## src/rtl/rv32_pkg.sv

```systemverilog
// Shared RV32I definitions: word width, fixed instruction encodings and the
// fetch-stage state encoding.
package rv32_pkg;

    localparam int XLEN = 32;

    localparam logic [XLEN-1:0] INSTR_NOP   = 32'h0000_0013;
    localparam logic [XLEN-1:0] INSTR_ECALL = 32'h0000_0073;

    typedef enum logic [1:0] {
        BOOT = 2'd0,
        RUN  = 2'd1,
        HALT = 2'd2
    } fetch_state_t;

    function automatic logic [XLEN-1:0] align_word(input logic [XLEN-1:0] addr);
        return {addr[XLEN-1:2], 2'b00};
    endfunction

endpackage

```

## src/rtl/if_id_reg.sv

```systemverilog
// IF/ID pipeline register: valid/pc/instr with flush (wins), load and hold.
// Resets asynchronously to an invalid NOP at pc 0.
module if_id_reg
    import rv32_pkg::*;
(
    input  logic            clk,
    input  logic            rst_n,
    input  logic            i_load,
    input  logic            i_flush,
    input  logic [XLEN-1:0] i_pc,
    input  logic [XLEN-1:0] i_instr,
    output logic            o_valid,
    output logic [XLEN-1:0] o_pc,
    output logic [XLEN-1:0] o_instr
);

    logic            r_valid;
    logic [XLEN-1:0] r_pc;
    logic [XLEN-1:0] r_instr;

    // A flush only drops the valid bit; pc/instr keep their stale contents.
    always_ff @(posedge clk or negedge rst_n) begin
        if (!rst_n) begin
            r_valid <= 1'b0;
            r_pc    <= '0;
            r_instr <= INSTR_NOP;
        end else if (i_flush) begin
            r_valid <= 1'b0;
        end else if (i_load) begin
            r_valid <= 1'b1;
            r_pc    <= i_pc;
            r_instr <= i_instr;
        end
    end

    assign o_valid = r_valid;
    assign o_pc    = r_pc;
    assign o_instr = r_instr;

endmodule

```

## src/rtl/fetch_stage.sv

```systemverilog
// RV32I instruction fetch: PC register, redirect target adder, BOOT/RUN/HALT
// FSM, delivered-instruction counter, and the IF/ID register feeding decode.
module fetch_stage
    import rv32_pkg::*;
#(
    parameter logic [31:0] RESET_PC = 32'h0000_0000
)(
    input  logic        clk,
    input  logic        rst_n,
    output logic        imem_req,
    output logic [31:0] imem_addr,
    input  logic [31:0] imem_rdata,
    input  logic        imem_ready,
    input  logic        id_stall,
    input  logic        redirect_en,
    input  logic [31:0] redirect_pc,
    input  logic [31:0] redirect_imm,
    output logic        if_id_valid,
    output logic [31:0] if_id_pc,
    output logic [31:0] if_id_instr,
    output logic        halted,
    output logic        misalign_err,
    output logic [31:0] fetch_count
);

    fetch_state_t    r_state;
    logic [XLEN-1:0] r_pc;
    logic [XLEN-1:0] r_fetch_count;
    logic            r_misalign;

    logic [XLEN-1:0] w_target;
    logic            w_load;
    logic            w_flush;

    assign w_target = redirect_pc + redirect_imm;

    // Redirect beats stall beats memory response; a redirect always flushes.
    always_comb begin
        w_load  = 1'b0;
        w_flush = 1'b0;
        case (r_state)
            BOOT: w_flush = redirect_en;
            RUN: begin
                if (redirect_en) begin
                    w_flush = 1'b1;
                end else if (!id_stall) begin
                    w_load  = imem_ready;
                    w_flush = !imem_ready;
                end
            end
            HALT:    w_flush = redirect_en || !id_stall;
            default: w_flush = 1'b0;
        endcase
    end

    always_ff @(posedge clk or negedge rst_n) begin
        if (!rst_n) begin
            r_state       <= BOOT;
            r_pc          <= RESET_PC;
            r_fetch_count <= '0;
            r_misalign    <= 1'b0;
        end else begin
            if (redirect_en) begin
                r_pc <= align_word(w_target);
                if (w_target[1:0] != 2'b00) begin
                    r_misalign <= 1'b1;
                end
            end else if (w_load) begin
                r_pc          <= r_pc + 32'd4;
                r_fetch_count <= r_fetch_count + 32'd1;
            end

            case (r_state)
                BOOT: r_state <= RUN;
                RUN: begin
                    if (w_load && imem_rdata == INSTR_ECALL) begin
                        r_state <= HALT;
                    end
                end
                HALT: begin
                    if (redirect_en) begin
                        r_state <= RUN;
                    end
                end
                default: r_state <= BOOT;
            endcase
        end
    end

    if_id_reg u_if_id_reg (
        .clk     (clk),
        .rst_n   (rst_n),
        .i_load  (w_load),
        .i_flush (w_flush),
        .i_pc    (r_pc),
        .i_instr (imem_rdata),
        .o_valid (if_id_valid),
        .o_pc    (if_id_pc),
        .o_instr (if_id_instr)
    );

    assign imem_req     = (r_state == RUN);
    assign imem_addr    = r_pc;
    assign halted       = (r_state == HALT);
    assign misalign_err = r_misalign;
    assign fetch_count  = r_fetch_count;

endmodule

```

## config.mk

```make
export PLATFORM = sky130hd
export DESIGN_NAME = fetch_stage
export DESIGN_NICKNAME = d
export VERILOG_FILES = /design/src/rtl/rv32_pkg.sv /design/src/rtl/if_id_reg.sv /design/src/rtl/fetch_stage.sv
export SDC_FILE = /design/constraint.sdc
export NUM_CORES = 1
export LEC_CHECK = 0
export BUFFER_PORTS_ARGS = -buffer_cell sky130_fd_sc_hd__buf_2
export CORE_UTILIZATION = 35
export DETAILED_ROUTE_END_ITERATION = 6
export PLACE_DENSITY = 0.58
export SYNTH_ARGS = -nofsm -noshare
export SYNTH_HDL_FRONTEND = slang
export SYNTH_SLANG_ARGS = --single-unit
```

## constraint.sdc

```tcl
create_clock -name clk -period 6.9 [get_ports clk]
set_input_delay 0 -clock clk [delete_from_list [all_inputs] [get_ports clk]]
set_output_delay 0 -clock clk [all_outputs]
set_load 0.02 [all_outputs]
```

# Yosys cells after proc, flatten, opt, wreduce, memory -nomap -nowiden
# Cells that the tools add are included.
dict set report classes {
  n_addsub 3
  n_eq_ne 5
  n_div 0
  bitwise 2
  magnitude_cmp 0
  shift 0
  reduce_logical 12
  multipliers 0
  muxes 13
}
# cell n
set op_table {}
lappend op_table {{32-bit two-way mux} 2}
lappend op_table {{32-bit by 1-bit adder with 32-bit output (second input constant)} 1}
lappend op_table {{32-bit by 3-bit adder with 32-bit output (second input constant)} 1}
lappend op_table {{32-bit adder} 1}
lappend op_table {{32-bit by 7-bit equality test with 1-bit output (second input constant)} 1}
lappend op_table {{2-bit AND reduction} 4}
lappend op_table {{1-bit two-way mux} 7}
lappend op_table {{2-bit case mux with 3 select lines} 1}
lappend op_table {{2-bit nonzero test} 3}
lappend op_table {{2-bit two-way mux} 2}
lappend op_table {{1-bit case mux with 3 select lines} 1}
lappend op_table {{2-bit by 1-bit equality test with 1-bit output (second input constant)} 1}
lappend op_table {{2-bit equality test (second input constant)} 1}
lappend op_table {{1-bit zero test} 2}
lappend op_table {{2-bit zero test} 1}
lappend op_table {{2-bit by 1-bit != test with 1-bit output (second input constant)} 1}
lappend op_table {{2-bit != test (second input constant)} 1}
lappend op_table {{1-bit inverter} 2}
lappend op_table {{1-bit logical AND} 1}
lappend op_table {{1-bit logical OR} 1}
dict set report word_totals {
  out_inout_bits 132
  romBits 0
  wordCells 42
  inputBits 101
  latchBits 0
  mem_bits_rw 0
  memories 0
  regBits 132
}

# Longest topological paths before layout
dict set report logic_depth {
  depth_word 6
  ltp_mapped 9
}

# Hierarchy
# Synthesis repeated with hierarchy kept, for this count alone.
dict set report unflattened {
  cells_unflattened 726
  area_unflattened_um2 7962.6
}
# mod cells_each seq_area_each_um2 area_each_um2 n_inst
set by_module_without_submodules {}
lappend by_module_without_submodules {fetch_stage 587 1626.6 5225.0 1}
lappend by_module_without_submodules {if_id_reg 139 1630.3 2737.6 1}

# Worst setup path before layout
# No wires, ideal clock.
dict set report synth_path {
  path_type {register to register}
  from {reg r_pc[9] (netlist: imem_addr[9])}
  to {reg r_pc[31] (netlist: imem_addr[31])}
  stages_incl_launch_ff 9
  synth_period_minus_slack_ps 2458
  slack_ps 4442
  arrival_time_ps 2392
  path_cell_list {dfrtp_1 and4_4 nand3_1 or4_4 buf_6 nor4_4 mux2_1 a41oi_1 and3_1}
}
dict set report synth_via {
  elab_chain_cells 3
}
# element line
set synth_rtl {}
lappend synth_rtl {{start: declaration} fetch_stage.sv:27} ;# logic [XLEN-1:0] r_pc;
lappend synth_rtl {{start signal: assignment} fetch_stage.sv:64} ;# r_pc <= align_word(w_target);
lappend synth_rtl {{start signal: assignment} fetch_stage.sv:69} ;# r_pc <= r_pc + 32'd4;
lappend synth_rtl {{32-bit by 3-bit adder with 32-bit output} fetch_stage.sv:69}
lappend synth_rtl {{32-bit two-way mux} fetch_stage.sv:68} ;# end else if (w_load) begin
lappend synth_rtl {{32-bit two-way mux} fetch_stage.sv:63} ;# if (redirect_en) begin
# Every way passes these cells. The select of a mux whose other input is x is not followed.
# A chain may end at the register's enable or synchronous reset.

# Final worst setup path
dict set report layout_path {
  from {reg r_state[1]}
  to {reg r_pc[31] (netlist: imem_addr[31])}
}
dict set report layout_via {
  elab_chain_cells 3
}
# element line
set layout_rtl {}
lappend layout_rtl {{start: declaration} fetch_stage.sv:26} ;# fetch_state_t r_state;
lappend layout_rtl {{start signal: assignment} fetch_stage.sv:58} ;# r_state <= BOOT;
lappend layout_rtl {{start signal: assignment} fetch_stage.sv:74} ;# BOOT: r_state <= RUN;
lappend layout_rtl {{start signal: assignment} fetch_stage.sv:77} ;# r_state <= HALT;
lappend layout_rtl {{2-bit by 1-bit equality test with 1-bit output} fetch_stage.sv:41} ;# case (r_state)
lappend layout_rtl {{1-bit two-way mux} fetch_stage.sv:41}
lappend layout_rtl {{2-bit nonzero test (no line)} --}
# Every way passes these cells.

==> qor.csv <==
metric;value;unit
status;completed;
post-route-util;0.468;
dp_cells;1208;
finalSetupViolCount;0;
cts_tree;done;
diodes;0;
tns;0;ns
drt_first_pass_iters;4;
cts.path.max_buffers;2;
hold_class;primary input to flop;
ys_seq_elements;128;
grt.overflow.total;0;
dp_hpwl;14800;µm
syn2layout_area_growth;31.5;%
synth_cells;730;
die_h;148;µm
max_slew_margin;0.387;
routabilityCongestion;0.863;
grt_max_degree;79;
ant_nets;0;
synth.avg_cell_area;10.2;µm²
finalPower;2.74;mW
synth_top_area_share;0.420;
whs;0.0425;ns
drive_above_1_share;0.340;
synth_edf_count;0;
setup_ws;3.84;ns
cp_data_arrival_time;3.39;ns
cp_data_required_time;7.24;ns
row_count;53;
ys.warnings.count;0;
holdBufCountCts;36;
combinationalPowerShare;0.295;
post_cts_buffers;0;
p_per_area;280;nW/µm²
avgViaCountPerCell;5.00;
power_switching;937;µW
r2r_slack;3.84;ns
wl_per_cell;15.6;µm
end_kind;flop;
worstPathCellList;and4bb_4 -> nand2_4 -> or4_4 -> nor4_4 -> mux2_1 -> a41oi_1 -> and3_1;
p_sw_frac;0.342;
fin_area;9800;µm²
die_area;21900;µm²
yosysMostFrequentCell;dfrtp_1;
maxCapViolations;0;
clk-insertion-delay-late;0.40;ns
crit_slowest_cell;or4_4;
critPathLaunchType;flop;
power_leakage;4.66;nW
critPathKind;flop to flop;
cts_made_buffers;17;
initial_core_util;0.356;
nets;1123;
finalHoldViolations;0;
ir_drop;0.156;mV
fmax;327;MHz
critical_path.max_stage_delay;0.80;ns
final_cells;1275;
synth_area_leaders;dfrtp_1, mux2_2, xnor2_1, ha_1, xor2_1;
synth_commonest_cells;dfrtp_1, nand2_1, mux2_2;
power.internal;1.81;mW
clock-sinks;128;
n_fill_cell;2023;
cts-root-buf;clkbuf_16;
yosysSeqAreaShare;0.430;
clock_skew;0.00906;ns
io_buffers;228;
synthArstFlopShare;1.00;
synth_top_area_cell;dfrtp_1;
cp_max_fo;68;
path_clk_slew;0.06;ns
remaining_drc_errors;0;
vias;6373;
die_w;148;µm
yosysUniqueCellTypes;67;
pwr-share-clk;0.331;
finalCriticalPeriod;3.06;ns
grt_pass1_vias;6242;
rsz0062_at_grt;false;
antenna_found_initial;0;
coreArea;21000;µm²
grtUsageTotal;0.182;
dpl_cell_area;8840;µm²
cts_max_level;4;
p_seq_frac;0.374;
synthFlopType;dfrtp_1;
wl;19800;µm
drv_slew;0;
grt_pass1_wl;31700;µm
pin_count;233;
preCtsSetupSlack;3.60;ns
drtIter0Drc;207;
post_cts_resized;0;
synthesis.area;7450;µm²
min_period_over_period;0.443;
tightest_slew;0.919;ns
==> cells by family (layout without fill, tap and decap cells) <==
kind of cell	count (synthesis)	count (layout)	synth area share
other cells	1	4	0.000503
xor+xnor	81	81	0.0952
flops	128	128	0.430
buf+inv	44	311	0.0252
compound gates	142	142	0.120
mux	70	70	0.105
simple gates	230	230	0.166
fa+ha+maj	34	34	0.0581
==> critical path, delay by kind of cell (launching register included) <==
| kind | cells | cell delay, ns |
|---|---|---|
| AOI/OAI and AO/OA | 1 | 0.15 |
| and+or+nand+nor | 5 | 2.06 |
| muxes | 1 | 0.35 |
| DFF | 1 | 0.43 |
==> flip-flops by register name, indices dropped and copies added (netlist names) <==
name,cells
fetch_count,32
u_if_id_reg.o_instr,32
imem_addr,30
u_if_id_reg.o_pc,30
r_state,2
misalign_err,1
u_if_id_reg.o_valid,1
==> cell usage in the layout, fill, tap and decap left out, types with 5 or more instances in the layout <==
cell type,Yosys,routed
mux2_2,62,62
xnor2_1,51,51
a31oi_1,10,10
nand4_1,15,15
a21o_1,16,16
inv_1,13,13
nor2b_1,6,6
clkinvlp_4,0,5
buf_2,0,227
dlygate4sd3_1,0,36
o21ai_0,27,27
or3_1,7,7
xor2_1,30,30
nand3_1,25,25
ha_1,33,33
and3_1,24,24
and2_1,7,7
clkbuf_16,0,17
a21oi_1,45,45
mux2i_1,7,7
nor4_1,8,8
nor2_1,31,31
and4_1,5,5
a211oi_1,6,6
nor3_1,14,14
nand2_1,67,67
dfrtp_1,125,125
==> layer usage <==
metal,part of all wire,vias to the layer above,track usage
li1,-,3159,-
met1,0.47,3027,0.233
met2,0.47,168,0.311
met3,0.047,19,0.0321
met4,0.016,0,0.0598
met5,0,-,0
==> final cells by class <==
| type | instances | area [µm²] | share of cell area |
|---|---|---|---|
| multi-input cells | 561 | 4070 | 0.415 |
| flip-flops and latches | 128 | 3210 | 0.327 |
| repair buffers | 266 | 1520 | 0.155 |
| clock buffers | 18 | 439 | 0.0448 |
| well taps | 275 | 344 | 0.0351 |
| clock inverters | 13 | 164 | 0.0167 |
| inverters | 14 | 52.6 | 0.00536 |
==> power groups by stage <==
stage | sequential [mW] | combinational (mW) | clock (mW)
2_1_floorplan | 1.19 | 0.329 | 0
3_3_place_gp | 1.03 | 0.789 | 0
3_5_place_dp | 1.04 | 0.794 | 0
4_1_cts | 1.03 | 0.814 | 0.930
5_1_grt | 1.05 | 0.882 | 0.964
6_report | 1.03 | 0.809 | 0.909
==> worst paths after layout <==
path,from,depth (start not counted),endpoint
min in group asynchronous,rst_n,2,u_if_id_reg.o_pc[6]
worst min register to register,misalign_err,1,misalign_err
worst min-delay path,redirect_pc[31],4,imem_addr[31]
worst max register to register,r_state[1],7,imem_addr[31]
max in group asynchronous,rst_n,3,fetch_count[4]
worst max-delay path,r_state[1],7,imem_addr[31]
No activity file was read; power rests on OpenSTA's default activity.
